===== src/rtl/bist_controller.sv =====
// BIST sequencer: flushes a four-input benchmark, streams LFSR patterns into it,
// and folds its single output into a CRC-CCITT signature checked against a golden value.
module bist_controller #(
   parameter int unsigned  PAT_COUNT    = 64,
   parameter int unsigned  FLUSH_CYCLES = 4,
   parameter logic [3:0]   FLUSH_VEC    = 4'b0000,
   parameter logic [3:0]   LFSR_SEED    = 4'b0001,
   parameter logic [15:0]  GOLDEN_SIG   = 16'h0000
) (
   input  logic        clock,
   input  logic        reset_n,
   input  logic        start,
   input  logic        abort,
   input  logic        dut_out,
   output logic [3:0]  dut_in,
   output logic        busy,
   output logic        done,
   output logic        pass,
   output logic [15:0] signature,
   output logic [15:0] pat_idx,
   output logic [1:0]  fsm_state
);

   typedef enum logic [1:0] {
      IDLE  = 2'd0,
      FLUSH = 2'd1,
      RUN   = 2'd2,
      DONE  = 2'd3
   } state_t;

   // An all-zero seed would lock the LFSR, so it is replaced by 0001.
   localparam logic [3:0]  SEED       = (LFSR_SEED == 4'd0) ? 4'd1 : LFSR_SEED;
   localparam logic [7:0]  FLUSH_LAST = 8'(FLUSH_CYCLES - 1);
   localparam logic [15:0] PAT_LAST   = 16'(PAT_COUNT - 1);

   state_t      state, state_nxt;
   logic [7:0]  cnt, cnt_nxt;
   logic [3:0]  lfsr, lfsr_nxt, lfsr_adv;
   logic [3:0]  dut_in_nxt;
   logic        busy_nxt, done_nxt, pass_nxt, fb;
   logic [15:0] sig_nxt, sig_cap, idx_nxt;

   assign fsm_state = state;

   always_ff @(posedge clock) begin
      if (!reset_n) begin
         state     <= IDLE;
         cnt       <= 8'd0;
         lfsr      <= 4'd0;
         dut_in    <= 4'd0;
         busy      <= 1'b0;
         done      <= 1'b0;
         pass      <= 1'b0;
         signature <= 16'd0;
         pat_idx   <= 16'd0;
      end else begin
         state     <= state_nxt;
         cnt       <= cnt_nxt;
         lfsr      <= lfsr_nxt;
         dut_in    <= dut_in_nxt;
         busy      <= busy_nxt;
         done      <= done_nxt;
         pass      <= pass_nxt;
         signature <= sig_nxt;
         pat_idx   <= idx_nxt;
      end
   end

   always_comb begin
      state_nxt  = state;
      cnt_nxt    = cnt;
      lfsr_nxt   = lfsr;
      dut_in_nxt = dut_in;
      busy_nxt   = busy;
      done_nxt   = 1'b0;
      pass_nxt   = pass;
      sig_nxt    = signature;
      idx_nxt    = pat_idx;
      lfsr_adv   = {lfsr[2:0], lfsr[3] ^ lfsr[2]};
      fb         = signature[15] ^ dut_out;
      sig_cap    = {signature[14:0], 1'b0} ^ (fb ? 16'h1021 : 16'h0000);

      case (state)
         IDLE: begin
            if (start) begin
               state_nxt  = FLUSH;
               dut_in_nxt = FLUSH_VEC;
               cnt_nxt    = 8'd0;
               sig_nxt    = 16'd0;
               pass_nxt   = 1'b0;
               busy_nxt   = 1'b1;
            end
         end
         FLUSH: begin
            if (abort) begin
               state_nxt  = IDLE;
               dut_in_nxt = 4'd0;
               busy_nxt   = 1'b0;
               pass_nxt   = 1'b0;
            end else begin
               cnt_nxt = cnt + 8'd1;
               if (cnt == FLUSH_LAST) begin
                  state_nxt  = RUN;
                  lfsr_nxt   = SEED;
                  dut_in_nxt = SEED;
                  idx_nxt    = 16'd0;
               end
            end
         end
         RUN: begin
            // Abort takes priority even over the final capture.
            if (abort) begin
               state_nxt  = IDLE;
               dut_in_nxt = 4'd0;
               busy_nxt   = 1'b0;
               pass_nxt   = 1'b0;
            end else begin
               sig_nxt    = sig_cap;
               lfsr_nxt   = lfsr_adv;
               dut_in_nxt = lfsr_adv;
               idx_nxt    = pat_idx + 16'd1;
               if (pat_idx == PAT_LAST) begin
                  state_nxt  = DONE;
                  dut_in_nxt = 4'd0;
                  busy_nxt   = 1'b0;
                  done_nxt   = 1'b1;
                  pass_nxt   = (sig_cap == GOLDEN_SIG);
               end
            end
         end
         DONE: begin
            state_nxt = IDLE;
         end
         default: begin
            state_nxt = IDLE;
         end
      endcase
   end

endmodule


===== config.mk =====
export PLATFORM = sky130hd
export DESIGN_NAME = bist_controller
export DESIGN_NICKNAME = d
export VERILOG_FILES = /design/src/rtl/bist_controller.sv
export SDC_FILE = /design/constraint.sdc
export NUM_CORES = 1
export LEC_CHECK = 0
export BUFFER_PORTS_ARGS = -buffer_cell sky130_fd_sc_hd__buf_2
export CAP_MARGIN = 20
export CORE_MARGIN = 5
export CORE_UTILIZATION = 50
export DETAILED_ROUTE_END_ITERATION = 16
export GPL_ROUTABILITY_DRIVEN = 0
export PLACE_DENSITY = 0.73
export SYNTH_ARGS = -nofsm -noshare
export SYNTH_HDL_FRONTEND = slang
export SYNTH_SLANG_ARGS = --single-unit

===== constraint.sdc =====
create_clock -name clock -period 3.8 [get_ports clock]
set_input_delay 0.19 -clock clock [delete_from_list [all_inputs] [get_ports clock]]
set_output_delay 0.19 -clock clock [all_outputs]
set_load 0.01 [all_outputs]

==> flow_metrics.py, run 1 <==
metrics = {
    "routing": {
        "drc": 0,
        "ant_nets": 0,
        "vias": 2413,
        "first_pass_iters": 4,
        "wl_per_cell_um": 15.2,
        "wl_um": 6280,
        "drt_iter0_drc": 121,
        "viasPerCell": 5.84,
    },
    "floorplan": {
        "die_w_um": 81.9,
        "ios": 46,
        "rows": 26,
        "fp.dieArea_um2": 6710,
        "coreArea_um2": 5070,
        "fp.dieH_um": 81.9,
        "initial_utilization_pct": 50.9,
    },
    "timing": {
        "fmax_mhz": 378,
        "tns_ps": 0,
        "clock-skew-final_ps": 6.62,
        "finalHoldViolCount": 0,
        "relSlewSlack_pct": 50.5,
        "period_share_pct": 69.7,
        "slew_violations": 0,
        "setup_viol": 0,
        "rsz0062_at_grt": "no",
        "tightest_slew_ps": 742,
        "post-route-min-period_ps": 2650,
    },
    "clocking": {
        "cts_resized": 0,
        "cts_tree": "built",
        "cts-root-buf": "clkbuf_8",
        "clockBufferDepth": 2,
        "insertion_delay_ps": 320,
        "hold_buffers": 0,
        "htree_levels": 2,
        "clock-sinks": 53,
        "cts.repair_timing.setup_buffer_count": 0,
        "clkTransAtPathRegs_ps": 100,
        "cts_buffers": 5,
    },
    "synthesis": {
        "avgSynthCellArea_um2": 8.53,
        "synth_nets": 315,
        "syn-instance-count": 303,
        "ys_seq_area_share_pct": 41.0,
        "async_reset_ff_share_pct": 0,
        "synth_flop_cell": "dfxtp_1",
        "yosys_warnings": 0,
        "synth-seq-cells": 53,
        "synth-edff-count": 0,
        "synthesis.area_um2": 2580,
        "netlist-cell-type-count": 42,
    },
    "final_layout": {
        "syn_to_final_growth_pct": 14.7,
        "diodes": 0,
        "nets": 354,
        "finalNonFillerCells": 413,
        "final_cell_mix": "53 x dfxtp_1, 45 x buf_2, 42 x a21oi_1, 32 x nand2_1, 24 x nand3_1",
        "drive_gt1_share_pct": 17.5,
        "layout_commonest_cell": "dfxtp_1",
    },
    "setup_path": {
        "path_class": "flip-flop to flip-flop",
        "crit_arrival_ps": 2880,
        "cp_max_fo": 20,
        "end_kind": "flip-flop",
        "critPathLaunchType": "flip-flop",
        "cp.required_ps": 4040,
    },
    "worst_hold_path": {
        "hp-class": "primary input to flip-flop",
    },
    "placed_design": {
        "port_buffers": 45,
        "hpwl_um": 4330,
        "place_inst": 404,
    },
    "global_route": {
        "grt_max_degree": 31,
        "grt_pass1_vias": 2238,
        "gr-total-overflow": 0,
        "antenna_found_initial": 0,
        "grtUsageMet2_pct": 30.6,
        "met3_usage_pct": 4.50,
        "busiest_layer": "met2",
        "grt_pass1_wl_um": 10700,
        "grtUsageMet1_pct": 28.6,
        "grt_usage_pct": 20.3,
    },
    "status": {
        "status": "completed",
    },
    "job": {
        "cap_violations": 0,
    },
    "power_and_ir_drop": {
        "power.density_nw_per_um2": 380,
        "peakVddDrop_v": 0.000216,
        "p_leak_nw": 1.14,
    },
}
-- sequential cells by signal, indices dropped and copies added (netlist names) --
signal / flops
signature: 16
pat_idx: 16
busy: 1
dut_in: 4
pass: 1
cnt: 8
fsm_state: 2
lfsr: 4
done: 1
-- where the power goes --
part	switching (mW)	leakage, nW	total, mW	internal [mW]
registers	0.00764	0.428	0.571	0.563
logic	0.113	0.660	0.158	0.0455
clock network	0.199	0.0543	0.396	0.197
total	0.319	1.14	1.13	0.806
-- logic make-up (layout without fill, tap and decap cells) --
| group | count (synthesis) | count (layout) | synth area share, % |
|---|---|---|---|
| compound gates | 87 | 87 | 21.2 |
| xor+xnor | 5 | 5 | 1.69 |
| fa+ha+maj | 7 | 7 | 3.39 |
| buf+inv | 21 | 61 | 3.34 |
| flops | 53 | 53 | 41.0 |
| mux | 6 | 6 | 2.32 |
| simple gates | 124 | 124 | 27.0 |
-- cells in the mapped netlist, drive strengths merged (4+ instances only) --
cell / instances / area share, %
nand2: 32 / 4.6
clkbuf: 11 / 1.6
a22oi: 4 / 1.2
nand2b: 7 / 1.7
or3: 7 / 1.7
nor3: 4 / 0.77
nand3: 24 / 4.6
xor2: 4 / 1.4
a41o: 4 / 1.5
inv: 6 / 0.87
ha: 7 / 3.4
o21ai: 13 / 2.8
mux2i: 6 / 2.3
nor2: 9 / 1.3
nand4: 5 / 1.2
dfxtp: 53 / 41
buf: 4 / 0.87
or4: 13 / 3.8
o31ai: 13 / 3.8
nor4: 5 / 1.2
nor4b: 4 / 1.9
a21oi: 42 / 8.1
-- cell type report --
cell class,count,area [um^2]
clock inverters,3,46.3
fillers,471,2110
repair buffers,47,240
well taps,70,87.6
multi-input cells,229,1440
inverters,6,22.5
clock buffers,5,68.8
flip-flops and latches,53,1060
-- critical path, cell delays in order (launching register included) --
cell and delay [ps]:
dfxtp_1 360, inv_1 130, ha_1 660, o21bai_4 240, or3_1 520, or4_1 490
a21oi_1 160
-- per-layer routing --
| metal | routed length (um) | share of wire, % |
|---|---|---|
| met5 | 0 | 0 |
| met4 | 86 | 1.4 |
| met3 | 269 | 4.3 |
| met2 | 2920 | 46 |
| met1 | 3010 | 48 |
-- path summary, 6_finish.rpt --
path	from	end	slack, ps	cells after the start
min reg2reg	pass	pass	480	2
min	reset_n	fsm_state[0]	250	3
max	fsm_state[0]	pat_idx[7]	1150	6
max reg2reg	fsm_state[0]	pat_idx[7]	1150	6
-- stage by stage --
stage	power, mW	setup slack, ps	hold slack [ps]	util [%]	instance area (um^2)
6_report	1.13	1150	250	58.4	2960
5_1_grt	1.17	920	272	58.4	2960
4_1_cts	1.12	1150	241	58.3	2960
3_5_place_dp	0.736	1170	462	56.0	2840
3_3_place_gp	0.734	1280	464	56.0	2840
2_1_floorplan	0.699	1830	410	-	2580
Note: power is estimated with default switching activity, not from simulation.
==> run 2: changes to the inputs <==
Settings changed: ABC_AREA set to 1, PLACE_DENSITY 0.73 to 0.75.
Clock period 3.8 ns to 2.38 ns, I/O delays scaled along.
==> run 2 against run 1 <==
Synthesized cell count rose by 35%. Fmax rose by 33%. Sequential power rose by 70%. Core utilization fell by 0.48 points. Non-clock buffer count rose by 3. Routed wire length rose by 4.3%. Critical path depth rose by 3. Largest cell class unchanged. Hold slack got worse by 180 ps. Setup slack got worse by 760 ps. Clock power rose by 34%.
==> flow_metrics.py, run 2 <==
metrics = {
    "status": {
        "status": "completed",
    },
    "clocking": {
        "cts-root-buf": "clkbuf_8",
        "cts_buffers": 5,
        "cts_tree": "built",
        "insertion_delay_ps": 320,
        "htree_levels": 2,
        "hold_buffers": 0,
        "cts.repair_timing.setup_buffer_count": 0,
        "clockBufferDepth": 2,
        "clock-sinks": 53,
        "cts_resized": 0,
        "clkTransAtPathRegs_ps": 110,
    },
    "synthesis": {
        "synthXorXnorAreaFrac_pct": 0.952,
        "synthAdderAreaFrac_pct": 3.17,
        "synth-simple-area-share_pct": 33.0,
        "synth-edff-count": 0,
        "muxShareOfSynthArea_pct": 0,
        "yosysMostFrequentCell": "nand2_1",
        "synthTopCellsByArea": "dfxtp_1 38%, nand2_1 13%, a21oi_1 8.2%",
        "syn-instance-count": 410,
        "synth-seq-cells": 53,
        "netlist_top_cells_count": "95 x nand2_1, 53 x dfxtp_1, 52 x inv_1",
        "synth_flop_cell": "dfxtp_1",
        "netlist-cell-type-count": 27,
        "ys_seq_area_share_pct": 38.4,
        "synth_nets": 422,
        "synth_top_area_cell": "dfxtp_1",
        "synth_top_family_by_area": "simple AND/OR/NAND/NOR gates",
        "async_reset_ff_share_pct": 0,
        "yosys_warnings": 0,
        "synthesis.area_um2": 2760,
        "avgSynthCellArea_um2": 6.74,
        "synth-compound-area-share_pct": 14.9,
        "synth_top_area_share_pct": 38.4,
    },
    "timing": {
        "slew_violations": 0,
        "setup_viol": 0,
        "fmax_mhz": 503,
        "tightest_slew_ps": 624,
        "relSlewSlack_pct": 58.4,
        "finalHoldViolCount": 0,
        "period_share_pct": 83.5,
        "whs_ps": 74.9,
        "rsz0062_at_grt": "no",
        "clock-skew-final_ps": 14.4,
        "tns_ps": 0,
        "post-route-min-period_ps": 1990,
    },
    "power_and_ir_drop": {
        "p_seq_share_pct": 52.0,
        "p_switching_uw": 590,
        "power.density_nw_per_um2": 591,
        "peakVddDrop_v": 0.000436,
        "switching_share_pct": 31.7,
        "power_mw": 1.86,
        "p_comb_share_pct": 19.4,
        "internal_power_mw": 1.27,
        "pwr-share-clk_pct": 28.6,
        "p_leak_nw": 1.34,
    },
    "final_layout": {
        "final_cell_mix": "95 x nand2_1, 53 x dfxtp_1, 52 x inv_1, 48 x nor2_1",
        "reg.largest.list": "pat_idx (16), signature (16), cnt (8)",
        "nets": 468,
        "fin_area_um2": 3150,
        "drive_gt1_share_pct": 14.7,
        "seq_area_um2": 1060,
        "multi_input_area_um2": 1440,
        "layout_commonest_cell": "nand2_1",
        "finalNonFillerCells": 529,
        "syn_to_final_growth_pct": 14.1,
        "diodes": 0,
        "fill_cells": 534,
    },
    "floorplan": {
        "ios": 46,
        "fp.dieH_um": 84.3,
        "die_w_um": 84.3,
        "rows": 27,
        "fp.dieArea_um2": 7110,
        "initial_utilization_pct": 50.8,
        "coreArea_um2": 5440,
    },
    "setup_path": {
        "r2r_cells": 9,
        "path_class": "flip-flop to flip-flop",
        "cp_max_fo": 19,
        "critPathLaunchType": "flip-flop",
        "cp.required_ps": 2630,
        "crit_arrival_ps": 2240,
        "end_kind": "flip-flop",
    },
    "routing": {
        "wl_um": 6550,
        "wl_per_cell_um": 12.4,
        "drc": 0,
        "drt_iter0_drc": 210,
        "viasPerCell": 5.27,
        "ant_nets": 0,
        "first_pass_iters": 4,
        "vias": 2787,
    },
    "placed_design": {
        "hpwl_um": 4920,
        "placed_area_um2": 3060,
        "place_inst": 521,
        "port_buffers": 45,
    },
    "global_route": {
        "grt_pass1_wl_um": 11400,
        "antenna_found_initial": 0,
        "grt_usage_pct": 19.1,
        "grt_max_degree": 37,
        "gr-total-overflow": 0,
        "grt_pass1_vias": 2540,
    },
    "worst_hold_path": {
        "hp-class": "primary input to flip-flop",
        "min_path_cells": 3,
    },
    "job": {
        "cap_violations": 0,
    },
}
==> run 2: cell types whose count changed in the layout (fill, tap and decap cells not counted), sizes merged, moves of 6 or more <==
cell | before | now
nor2 | 9 | 49
nand4 | 5 | 19
nor3 | 4 | 13
nand2b | 7 | 0
nand2 | 32 | 95
o31ai | 13 | 0
inv | 6 | 56
or3 | 7 | 0
or4 | 13 | 0
mux2i | 6 | 0
a211oi | 0 | 11
==> run 2: path summary, 6_finish.rpt <==
path | from | to | slack (ps)
min reg2reg | dut_in[1] | dut_in[1] | 470
min | reset_n | pass | 70
max reg2reg | fsm_state[1] | pat_idx[10] | 390
max | fsm_state[1] | pat_idx[10] | 390
==> run 2: final cells by class <==
class | instances | area share, %
clock buffer | 5 | 2.18
clock inverter | 3 | 0.794
inverter | 55 | 6.55
multi-input combinational | 291 | 45.6
sequential | 53 | 33.7
tap | 72 | 2.86
timing repair buffer | 50 | 8.34
==> run 2: stage by stage <==
stage | setup slack, ps | utilization, %
detailed placement | 428 | 56.2
floorplan | 632 | -
global route | 162 | 57.9
finish | 392 | 57.9
global placement | 536 | 56.2
CTS | 381 | 57.9
==> run 2: power by group through the flow <==
stage / logic (mW) / registers (mW) / clock network [mW]
3_3_place_gp: 0.354 / 0.989 / 0
4_1_cts: 0.363 / 0.969 / 0.550
2_1_floorplan: 0.248 / 1.00 / 0
3_5_place_dp: 0.363 / 0.990 / 0
5_1_grt: 0.408 / 0.977 / 0.590
6_report: 0.361 / 0.969 / 0.532
==> run 2: cells by family after synthesis <==
kind of cell / Yosys count
and+or+nand+nor: 209
AOI/OAI and AO/OA: 72
buffers and inverters: 66
DFF: 53
adders and majority gates: 7
xor gates and xnor gates: 3
==> run 2: metal layers <==
layer,share of wire (%),global-route usage (%),up-vias
met5,0,0,-
met4,1.5,8.04,0
met3,5.6,4.61,8
met2,46,28.6,82
met1,47,26.2,1258
li1,-,-,1439
==> run 2: worst max-delay path, stage by stage (launching register included) <==
cell,delay (ps)
dfxtp_1,360
inv_1,120
ha_1,340
nand2_1,170
nand2_1,110
a21boi_4,450
nand3_1,130
nand2_1,90
inv_1,40
nor2_1,90
==> run 3: changes to the inputs <==
Settings changed: ABC_AREA 1 to 0, PLACE_DENSITY 0.75 to 0.73.
Clock period 2.38 ns to 2.1 ns, I/O delays scaled along.
==> run 3 against run 2 <==
Hold slack better by 110 ps. Clock power is 36% higher. Non-clock buffer count up 7. Global-route usage rose by 1.3 points. Total power rose by 11%. Fmax up 1.6%. Cell count is 20% lower. Register-to-register slack worse by 250 ps. Setup slack got worse by 250 ps. Clock skew fell by 7.4 ps. Flip-flop and latch count unchanged. Clock-buffer cell count stayed put. Largest cell class unchanged.
==> flow_metrics.py, run 3 (synthesis results as in run 1) <==
metrics = {
    "setup_path": {
        "path_class": "flip-flop to flip-flop",
        "cp.required_ps": 2340,
        "cp_max_fo": 7,
        "crit_slowest_cell": "or4_1",
        "end_kind": "flip-flop",
        "crit_arrival_ps": 2200,
        "crit_chain": "inv_1 -> ha_1 -> o21bai_4 -> or3_4 -> or4_1 -> a21oi_1",
        "worst_path_largest_cell_delay_ps": 480,
        "critPathLaunchType": "flip-flop",
        "r2r_slack_ps": 140,
    },
    "clocking": {
        "clockBufferDepth": 2,
        "cts-root-buf": "clkbuf_8",
        "htree_levels": 2,
        "clock-sinks": 53,
        "insertion_delay_ps": 310,
        "clkTransAtPathRegs_ps": 100,
        "cts_buffers": 5,
        "hold_buffers": 0,
        "cts_tree": "built",
    },
    "routing": {
        "wl_um": 6200,
        "drc": 0,
        "first_pass_iters": 5,
        "ant_nets": 0,
        "wl_per_cell_um": 14.7,
        "drt_iter0_drc": 131,
        "viasPerCell": 5.86,
        "vias": 2478,
    },
    "power_and_ir_drop": {
        "power_mw": 2.07,
        "peakVddDrop_v": 0.000428,
        "p_leak_nw": 1.20,
        "power.density_nw_per_um2": 677,
    },
    "floorplan": {
        "coreArea_um2": 5070,
        "ios": 46,
        "die_w_um": 81.9,
        "rows": 26,
        "fp.dieArea_um2": 6710,
        "initial_utilization_pct": 50.9,
        "fp.dieH_um": 81.9,
    },
    "global_route": {
        "grt_max_degree": 31,
        "gr-total-overflow": 0,
        "grt_pass1_vias": 2326,
        "grt_pass1_wl_um": 10900,
        "antenna_found_initial": 0,
        "grt_usage_pct": 20.4,
    },
    "timing": {
        "slew_violations": 0,
        "tightest_slew_ps": 488,
        "relSlewSlack_pct": 67.3,
        "finalHoldViolCount": 0,
        "setup_viol": 0,
        "rsz0062_at_grt": "no",
        "clock-skew-final_ps": 6.96,
        "tns_ps": 0,
        "setup_slack_ps": 143,
        "fmax_mhz": 511,
        "period_share_pct": 93.2,
        "post-route-min-period_ps": 1960,
    },
    "job": {
        "cap_violations": 0,
    },
    "final_layout": {
        "fill_cells": 478,
        "final_cell_mix": "53 x dfxtp_1, 45 x buf_2, 42 x a21oi_1, 31 x nand2_1, 24 x nand3_1",
        "diodes": 0,
        "drive_gt1_share_pct": 21.2,
        "nets": 364,
        "finalNonFillerCells": 423,
        "layout_commonest_cell": "dfxtp_1",
        "reg.largest.list": "pat_idx (16), signature (16), cnt (8)",
        "fin_area_um2": 3060,
        "syn_to_final_growth_pct": 18.3,
    },
    "worst_hold_path": {
        "hp-class": "primary input to flip-flop",
    },
    "placed_design": {
        "place_inst": 414,
        "place_ws_ps": 78.5,
        "placed_area_um2": 2920,
        "hpwl_um": 4460,
        "port_buffers": 45,
    },
    "status": {
        "status": "completed",
    },
}
[run 3: layer usage]
layer  share of wire (%)  GRT usage (%)  routed length, um  vias up
li1                    -              -                  -     1235
met1                  48           28.7               2970     1190
met2                  47           31.7               2930       49
met3                 4.2           4.06                261        4
met4                0.68           5.32                 42        0
met5                   0              0                  0        -
[run 3: area by class of cell]
cell class / count / area, um^2 / area share [%]
timing repair buffer: 57 / 319 / 10.4
inverter: 6 / 22.5 / 0.736
tap: 70 / 87.6 / 2.86
sequential: 53 / 1060 / 34.7
clock buffer: 5 / 68.8 / 2.25
multi-input combinational: 229 / 1450 / 47.5
clock inverter: 3 / 47.5 / 1.55
[run 3: what timing repair did]
| action | CTS | global route |
|---|---|---|
| buffers inserted | 0 | 1 |
| gates resized for setup | 0 | 6 |
| setup endpoints to repair | 0 | 23 |
[run 3: power breakdown]
group          internal (mW)  leakage (nW)  switching, mW
Clock                  0.364        0.0591          0.357
Sequential              1.02         0.428         0.0131
Combinational          0.104         0.714          0.211
[run 3: worst paths after layout]
check                           cells after the start          from      endpoint
worst min register to register                      2          busy          busy
worst min-delay path                                3       reset_n  fsm_state[0]
worst max register to register                      6  fsm_state[0]    pat_idx[7]
worst max-delay path                                6  fsm_state[0]    pat_idx[7]
[run 3: through the flow]
step / hold WS (ps) / utilization (%)
6_report: 183 / 60.3
5_1_grt: 195 / 60.3
4_1_cts: 164 / 59.8
3_5_place_dp: 465 / 57.5
3_3_place_gp: 464 / 57.5
2_1_floorplan: 325 / -
[run 3: worst max-delay path, delay by kind of cell, from the launching register on]
family          cells  cell delay [ps]
simple gates        2              900
flops               1              360
fa+ha+maj           1              250
compound gates      2              240
buf+inv             1              140
